<file path="src/rtl/mem_access_unit_if.sv">
// Request/response and SRAM-controller bus bundle for mem_access_unit.
// slave is the access unit's view; master is the CPU plus controller side.
interface mem_access_unit_if;
  logic        req_valid;
  logic        req_ready;
  logic        req_we;
  logic [1:0]  req_size;
  logic        req_signed;
  logic [31:0] req_addr;
  logic [31:0] req_wdata;
  logic        resp_valid;
  logic [31:0] resp_rdata;
  logic        resp_err;
  logic        read_op;
  logic        write_op;
  logic [19:0] bus_addr;
  logic [31:0] bus_data_write;
  logic [31:0] bus_data_read;
  logic [3:0]  byte_mask;
  logic        bus_stall;

  modport slave (
    input  req_valid, req_we, req_size, req_signed, req_addr, req_wdata,
    input  bus_data_read, bus_stall,
    output req_ready, resp_valid, resp_rdata, resp_err,
    output read_op, write_op, bus_addr, bus_data_write, byte_mask
  );

  modport master (
    output req_valid, req_we, req_size, req_signed, req_addr, req_wdata,
    output bus_data_read, bus_stall,
    input  req_ready, resp_valid, resp_rdata, resp_err,
    input  read_op, write_op, bus_addr, bus_data_write, byte_mask
  );
endinterface

</file>
<file path="src/rtl/mem_access_unit.sv">
// CPU load/store unit driving a fixed-latency-read, stall-acknowledged-write SRAM
// controller; every output comes straight from a register.
module mem_access_unit #(
  parameter int READ_LAT   = 3,
  parameter int WR_TIMEOUT = 8
) (
  input  logic              clk,
  input  logic              rst_n,
  mem_access_unit_if.slave  bus
);

  typedef enum logic [1:0] {IDLE, RD, WR, RESP} state_t;

  state_t      r_state, w_state_nxt;
  logic [7:0]  r_cnt, w_cnt_nxt;
  logic        r_req_ready, w_req_ready_nxt;
  logic        r_resp_valid, w_resp_valid_nxt;
  logic [31:0] r_resp_rdata, w_resp_rdata_nxt;
  logic        r_resp_err, w_resp_err_nxt;
  logic        r_read_op, w_read_op_nxt;
  logic        r_write_op, w_write_op_nxt;
  logic [19:0] r_bus_addr, w_bus_addr_nxt;
  logic [31:0] r_bus_wdata, w_bus_wdata_nxt;
  logic [3:0]  r_byte_mask, w_byte_mask_nxt;
  logic [1:0]  r_size;
  logic        r_signed;
  logic [1:0]  r_off;
  logic        w_accept;
  logic        w_misalign;
  logic        w_unused;

  function automatic logic [3:0] lane_mask(input logic [1:0] size, input logic [1:0] off);
    case (size)
      2'b00:   lane_mask = 4'b0001 << off;
      2'b01:   lane_mask = off[1] ? 4'b1100 : 4'b0011;
      default: lane_mask = 4'b1111;
    endcase
  endfunction

  function automatic logic [31:0] lane_replicate(input logic [1:0] size, input logic [31:0] wd);
    case (size)
      2'b00:   lane_replicate = {4{wd[7:0]}};
      2'b01:   lane_replicate = {2{wd[15:0]}};
      default: lane_replicate = wd;
    endcase
  endfunction

  function automatic logic [31:0] load_extend(input logic [31:0] rd, input logic [1:0] size,
                                              input logic [1:0] off, input logic sgn);
    logic [31:0] sh;
    sh = rd >> {off, 3'b000};
    case (size)
      2'b00:   load_extend = {{24{sgn & sh[7]}}, sh[7:0]};
      2'b01:   load_extend = {{16{sgn & sh[15]}}, sh[15:0]};
      default: load_extend = sh;
    endcase
  endfunction

  assign w_unused   = ^{bus.req_addr[31:22]};
  assign w_accept   = bus.req_valid && r_req_ready;
  assign w_misalign = (bus.req_size == 2'b11) ||
                      (bus.req_size == 2'b01 && bus.req_addr[0]) ||
                      (bus.req_size == 2'b10 && bus.req_addr[1:0] != 2'b00);

  always_comb begin
    w_state_nxt      = r_state;
    w_cnt_nxt        = r_cnt;
    w_req_ready_nxt  = 1'b0;
    w_resp_valid_nxt = 1'b0;
    w_resp_rdata_nxt = r_resp_rdata;
    w_resp_err_nxt   = r_resp_err;
    w_read_op_nxt    = 1'b0;
    w_write_op_nxt   = 1'b0;
    w_bus_addr_nxt   = r_bus_addr;
    w_bus_wdata_nxt  = r_bus_wdata;
    w_byte_mask_nxt  = 4'b0000;
    case (r_state)
      IDLE: begin
        w_req_ready_nxt = 1'b1;
        if (w_accept) begin
          w_req_ready_nxt = 1'b0;
          w_cnt_nxt       = 8'd0;
          if (w_misalign) begin
            w_state_nxt      = RESP;
            w_resp_valid_nxt = 1'b1;
            w_resp_err_nxt   = 1'b1;
            w_resp_rdata_nxt = 32'd0;
          end else begin
            w_bus_addr_nxt  = bus.req_addr[21:2];
            w_byte_mask_nxt = lane_mask(bus.req_size, bus.req_addr[1:0]);
            if (bus.req_we) begin
              w_state_nxt     = WR;
              w_write_op_nxt  = 1'b1;
              w_bus_wdata_nxt = lane_replicate(bus.req_size, bus.req_wdata);
            end else begin
              w_state_nxt   = RD;
              w_read_op_nxt = 1'b1;
            end
          end
        end
      end
      RD: begin
        // r_cnt reaching READ_LAT-1 marks the last edge with read_op high
        if (r_cnt == 8'(READ_LAT - 1)) begin
          w_state_nxt      = RESP;
          w_resp_valid_nxt = 1'b1;
          w_resp_err_nxt   = 1'b0;
          w_resp_rdata_nxt = load_extend(bus.bus_data_read, r_size, r_off, r_signed);
        end else begin
          w_read_op_nxt   = 1'b1;
          w_byte_mask_nxt = r_byte_mask;
          w_cnt_nxt       = r_cnt + 8'd1;
        end
      end
      WR: begin
        // a completed write wins over a timeout landing on the same edge
        if (!bus.bus_stall || r_cnt == 8'(WR_TIMEOUT - 1)) begin
          w_state_nxt      = RESP;
          w_resp_valid_nxt = 1'b1;
          w_resp_err_nxt   = bus.bus_stall;
          w_resp_rdata_nxt = 32'd0;
        end else begin
          w_write_op_nxt  = 1'b1;
          w_byte_mask_nxt = r_byte_mask;
          w_cnt_nxt       = r_cnt + 8'd1;
        end
      end
      RESP: begin
        w_state_nxt     = IDLE;
        w_req_ready_nxt = 1'b1;
      end
      default: w_state_nxt = IDLE;
    endcase
  end

  always_ff @(posedge clk or negedge rst_n) begin
    if (!rst_n) begin
      r_state      <= IDLE;
      r_cnt        <= 8'd0;
      r_req_ready  <= 1'b0;
      r_resp_valid <= 1'b0;
      r_resp_rdata <= 32'd0;
      r_resp_err   <= 1'b0;
      r_read_op    <= 1'b0;
      r_write_op   <= 1'b0;
      r_bus_addr   <= 20'd0;
      r_bus_wdata  <= 32'd0;
      r_byte_mask  <= 4'b0000;
    end else begin
      r_state      <= w_state_nxt;
      r_cnt        <= w_cnt_nxt;
      r_req_ready  <= w_req_ready_nxt;
      r_resp_valid <= w_resp_valid_nxt;
      r_resp_rdata <= w_resp_rdata_nxt;
      r_resp_err   <= w_resp_err_nxt;
      r_read_op    <= w_read_op_nxt;
      r_write_op   <= w_write_op_nxt;
      r_bus_addr   <= w_bus_addr_nxt;
      r_bus_wdata  <= w_bus_wdata_nxt;
      r_byte_mask  <= w_byte_mask_nxt;
    end
  end

  // Load-formatting fields are held from acceptance so the CPU may move on
  always_ff @(posedge clk) begin
    if (w_accept) begin
      r_size   <= bus.req_size;
      r_signed <= bus.req_signed;
      r_off    <= bus.req_addr[1:0];
    end
  end

  assign bus.req_ready      = r_req_ready;
  assign bus.resp_valid     = r_resp_valid;
  assign bus.resp_rdata     = r_resp_rdata;
  assign bus.resp_err       = r_resp_err;
  assign bus.read_op        = r_read_op;
  assign bus.write_op       = r_write_op;
  assign bus.bus_addr       = r_bus_addr;
  assign bus.bus_data_write = r_bus_wdata;
  assign bus.byte_mask      = r_byte_mask;

endmodule
</file>
<file path="src/flat_wrapper.sv">
// flat-port wrapper written by rule: the top's interface ports become plain ports
module mem_access_unit_flat 
#(
  parameter int READ_LAT   = 3,
  parameter int WR_TIMEOUT = 8
)
  (clk, rst_n, bus_req_valid, bus_req_we, bus_req_size, bus_req_signed, bus_req_addr, bus_req_wdata, bus_bus_data_read, bus_bus_stall, bus_req_ready, bus_resp_valid, bus_resp_rdata, bus_resp_err, bus_read_op, bus_write_op, bus_bus_addr, bus_bus_data_write, bus_byte_mask);
  mem_access_unit_if bus_i ();
  input  logic clk;
  input  logic rst_n;
  input wire logic [$bits(bus_i.req_valid)-1:0] bus_req_valid;
  input wire logic [$bits(bus_i.req_we)-1:0] bus_req_we;
  input wire logic [$bits(bus_i.req_size)-1:0] bus_req_size;
  input wire logic [$bits(bus_i.req_signed)-1:0] bus_req_signed;
  input wire logic [$bits(bus_i.req_addr)-1:0] bus_req_addr;
  input wire logic [$bits(bus_i.req_wdata)-1:0] bus_req_wdata;
  input wire logic [$bits(bus_i.bus_data_read)-1:0] bus_bus_data_read;
  input wire logic [$bits(bus_i.bus_stall)-1:0] bus_bus_stall;
  output wire logic [$bits(bus_i.req_ready)-1:0] bus_req_ready;
  output wire logic [$bits(bus_i.resp_valid)-1:0] bus_resp_valid;
  output wire logic [$bits(bus_i.resp_rdata)-1:0] bus_resp_rdata;
  output wire logic [$bits(bus_i.resp_err)-1:0] bus_resp_err;
  output wire logic [$bits(bus_i.read_op)-1:0] bus_read_op;
  output wire logic [$bits(bus_i.write_op)-1:0] bus_write_op;
  output wire logic [$bits(bus_i.bus_addr)-1:0] bus_bus_addr;
  output wire logic [$bits(bus_i.bus_data_write)-1:0] bus_bus_data_write;
  output wire logic [$bits(bus_i.byte_mask)-1:0] bus_byte_mask;
  assign bus_i.req_valid = bus_req_valid;
  assign bus_i.req_we = bus_req_we;
  assign bus_i.req_size = bus_req_size;
  assign bus_i.req_signed = bus_req_signed;
  assign bus_i.req_addr = bus_req_addr;
  assign bus_i.req_wdata = bus_req_wdata;
  assign bus_i.bus_data_read = bus_bus_data_read;
  assign bus_i.bus_stall = bus_bus_stall;
  assign bus_req_ready = bus_i.req_ready;
  assign bus_resp_valid = bus_i.resp_valid;
  assign bus_resp_rdata = bus_i.resp_rdata;
  assign bus_resp_err = bus_i.resp_err;
  assign bus_read_op = bus_i.read_op;
  assign bus_write_op = bus_i.write_op;
  assign bus_bus_addr = bus_i.bus_addr;
  assign bus_bus_data_write = bus_i.bus_data_write;
  assign bus_byte_mask = bus_i.byte_mask;
  mem_access_unit #(.READ_LAT(READ_LAT), .WR_TIMEOUT(WR_TIMEOUT)) u_core (.clk(clk), .rst_n(rst_n), .bus(bus_i));
endmodule
</file>
<file path="config.mk">
export PLATFORM = sky130hd
export DESIGN_NAME = mem_access_unit_flat
export DESIGN_NICKNAME = d
export VERILOG_FILES = /design/src/rtl/mem_access_unit_if.sv /design/src/rtl/mem_access_unit.sv /design/src/flat_wrapper.sv
export SDC_FILE = /design/constraint.sdc
export NUM_CORES = 1
export LEC_CHECK = 0
export CORE_MARGIN = 5
export CORE_UTILIZATION = 41
export DETAILED_ROUTE_END_ITERATION = 12
export PLACE_DENSITY_LB_ADDON = 0.25
export SLEW_MARGIN = 20
export SYNTH_ARGS = -nofsm -noshare
export SYNTH_HDL_FRONTEND = slang
export SYNTH_SLANG_ARGS = --single-unit
</file>
<file path="constraint.sdc">
create_clock -name clk -period 1.9 [get_ports clk]
set_input_delay 0.38 -clock clk [delete_from_list [all_inputs] [get_ports clk]]
set_output_delay 0.38 -clock clk [all_outputs]
set_load 0.02 [all_outputs]
</file>
==> results.yml <==
synth:
  ys_warn_count: 0
  async_flop_share_pct: 95.4
  synthesis.nets: 637
  synth-edff-count: 5
  netlist_instances: 527
  yosysUniqueCellTypes: 52
  synth_top_flop_cell: "dfrtp_1"
  seq_area_frac_synth_pct: 48.6
  ys_seq_elements: 108
  synth_area_um2: 5610
  avgSynthCellArea_um2: 10.6
final_layout:
  layout_commonest_cell: "clkdlybuf4s50_1"
  diodes: 0
  final_nets: 884
  nFillCells: 1044
  finalNonFillerCells: 953
  fin_area_um2: 9030
  area_growth_pct: 61.1
  layout_common_cells: "clkdlybuf4s50_1 (185), dfrtp_1 (103), buf_4 (68)"
  drive_gt1_share_pct: 25.6
status:
  failed_checks: "setup timing"
  status: "complete, but fails checks"
worst_hold_path:
  hold_path_class: "reg2reg"
  whs_path_depth: 2
  hold_path_end: "u_core.bus.bus_data_write[14]$_DFFE_PN0P_"
  min_from: "u_core.bus.bus_data_write[14]$_DFFE_PN0P_"
route:
  drtIter0Drc: 260
  route.detailed.drc: 0
  postRouteAntennaNets: 0
  wl_per_cell_um: 19.1
  dr_total_vias: 5158
  dr.pass1.iters: 4
  vias_per_cell: 5.41
  drt_wl_total_um: 18200
die:
  core_area_um2: 13300
  design.die.area_um2: 16100
  die_h_um: 127
  die_w_um: 127
  num_io_pins: 197
  start_util_pct: 42.0
  num_rows: 42
placed_design:
  placed_area_um2: 8120
  gp_congestion: 0.950
  dp_cells: 923
  hpwl_um: 12900
  port_buffers: 186
power_and_ir_drop:
  power_density_nw_per_um2: 1540
  comb_power_share_pct: 59.2
  switching_share_pct: 38.7
  p_sw_mw: 5.36
  vdd_drop_max_mv: 0.712
  pwr-share-seq_pct: 27.1
  clkPwrFrac_pct: 13.7
  internal_power_mw: 8.51
  power.leakage_nw: 3.95
global_route:
  grt_usage_pct: 21.4
  grt_pass1_vias: 5368
  grt_pass1_wl_um: 27800
  antenna_found_initial: 0
  use_met2_pct: 35.3
  busiest_layer: "met2"
  grt_start_max_net_pins: 44
  met1_usage_pct: 27.0
  grt_util_met3_pct: 5.93
  gr-total-overflow: 0
sta:
  tns_ns: -9.52
  fin_worst_skew_ns: 0.00590
  rsz0062_at_grt: "true"
  period_share_pct: 115
  finalMaxSlewViolations: 0
  setup_viol: 47
  min_period_ns: 2.19
  slew_headroom_pct: 58.8
  hold_viol_final: 0
  fmax_mhz: 456
  worstMarginPinSlew_ns: 0.616
  setup_ws_ns: -0.292
cts:
  clkTransAtPathRegs_ns: 0.07
  htreeDepth: 3
  clk_path_buf_depth: 2
  clk_latency_ns: 0.35
  cts_sinks: 108
  cts_tree: "yes"
  root_buffer: "clkbuf_16"
  cts_inserted_buffers: 9
critical_path:
  r2r_start: "u_core.r_cnt[0]$_DFFE_PN0P_"
  critPathCaptureType: "flop"
  crit_type: "reg2reg"
  rr_worst_depth: 7
  worst-endpoint-arrival_ns: 2.43
  r2r_end: "u_core.bus.resp_rdata[12]$_DFFE_PN0P_"
  start_kind: "flop"
  cp_max_fo: 4
  required_ns: 2.14
  rrSetupSlack_ns: -0.29
job:
  maxCapViolations: 0
==> critical path: stages (launching register included) <==
cell	delay, ns
dfrtp_1	0.39
inv_2	0.08
ha_4	0.13
or4b_4	0.49
o21ai_4	0.19
and4_4	0.33
clkbuf_16	0.18
mux2_4	0.29
==> synthesized netlist by cell type, drive strengths merged (5+ instances only) <==
cell type / count / area share [%]
dfrtp: 103 / 46
buf: 17 / 1.9
and3: 15 / 1.7
o32ai: 8 / 1.2
inv: 31 / 2.1
ha: 6 / 1.3
o211ai: 9 / 1.2
a21oi: 15 / 1.3
mux2: 49 / 9.8
nand2: 52 / 3.5
a31oi: 10 / 1.1
o31ai: 8 / 1.2
nand3b: 7 / 0.94
clkbuf: 21 / 1.4
a41oi: 9 / 1.4
o21ai: 41 / 3.7
nand3: 9 / 0.80
edfxtp: 5 / 2.7
mux2i: 49 / 8.7
o221ai: 13 / 2.0
nor2: 16 / 1.1
==> per-layer routing <==
layer | up-vias | part of all wire (%)
met3 | 40 | 7.2
met5 | - | 0
met2 | 193 | 49
met1 | 2508 | 41
li1 | 2417 | -
met4 | 0 | 2.7
==> how the worst max path moves through the flow <==
stage	from	to	slack, ns	depth (start not counted)
after floorplan	u_core.r_cnt[0]$_DFFE_PN0P_	u_core.bus.resp_rdata[11]$_DFFE_PN0P_	-0.21	8
after global placement	bus_bus_data_read[15]	u_core.bus.resp_rdata[29]$_DFFE_PN0P_	-0.34	6
after detailed placement	bus_bus_data_read[15]	u_core.bus.resp_rdata[27]$_DFFE_PN0P_	-0.41	6
after CTS	u_core.r_cnt[0]$_DFFE_PN0P_	u_core.bus.resp_rdata[4]$_DFFE_PN0P_	-0.22	8
after global routing	u_core.r_cnt[0]$_DFFE_PN0P_	u_core.bus.resp_rdata[10]$_DFFE_PN0P_	-0.33	7
final	u_core.r_cnt[0]$_DFFE_PN0P_	u_core.bus.resp_rdata[12]$_DFFE_PN0P_	-0.29	7
==> power by group through the flow <==
stage,Combinational (mW),Sequential (mW),Clock [mW]
4_1_cts,7.32,3.76,1.93
3_5_place_dp,6.60,3.78,0
5_1_grt,8.71,3.86,2.02
3_3_place_gp,6.48,3.75,0
2_1_floorplan,2.59,4.70,0
6_report,8.21,3.76,1.90
==> sequential cells by signal, indices dropped and copies added, names as in the netlist <==
signal	count
u_core.r_cnt	8
u_core.r_state	2
u_core.bus.resp_rdata	32
u_core.bus.bus_data_write	32
u_core.bus.bus_addr	20
u_core.r_off	2
u_core.bus.write_op	1
u_core.bus.read_op	1
u_core.bus.req_ready	1
u_core.bus.resp_valid	1
u_core.r_size	2
u_core.r_signed	1
u_core.bus.byte_mask	4
u_core.bus.resp_err	1
==> cell type report <==
| type | count | area (um^2) | share of cell area (%) |
|---|---|---|---|
| Sequential cell | 108 | 2730 | 30.2 |
| Tap cell | 176 | 220 | 2.44 |
| Timing Repair Buffer | 274 | 2700 | 29.9 |
| Clock buffer | 11 | 243 | 2.69 |
| Inverter | 32 | 120 | 1.33 |
| Multi-Input combinational cell | 349 | 2970 | 32.9 |
| Clock inverter | 3 | 45.0 | 0.499 |
==> what timing repair did <==
| action | 4_1_cts | 5_1_grt |
|---|---|---|
| hold buffers | 1 | 0 |
| setup endpoints to repair | 46 | 82 |
| resized for setup | 39 | 45 |
| pin swaps | 15 | 10 |
| cloned | 1 | 4 |
| buffers inserted | 5 | 5 |
| hold endpoints to repair | 25 | 0 |
==> logic make-up (layout without fill, tap and decap cells) <==
group	after synthesis	in the layout	share of synthesized area, %
muxes	99	99	19.0
buffers and inverters	70	320	5.40
adders and majority gates	6	6	1.34
and+or+nand+nor	118	118	10.5
xor gates and xnor gates	1	1	0.156
AOI/OAI and AO/OA	125	125	15.0
DFF	108	108	48.6
==> through the flow <==
step                hold WS, ns  power, mW  utilization (%)  setup slack [ns]
floorplan                0.0844       7.28                -            -0.205
global placement          0.334       10.2             60.9            -0.342
detailed placement        0.338       10.4             60.9            -0.412
CTS                       0.483       13.0             65.0            -0.223
global route              0.509       14.6             67.7            -0.334
finish                    0.477       13.9             67.7            -0.292
No activity file was read; power rests on OpenSTA's default activity.
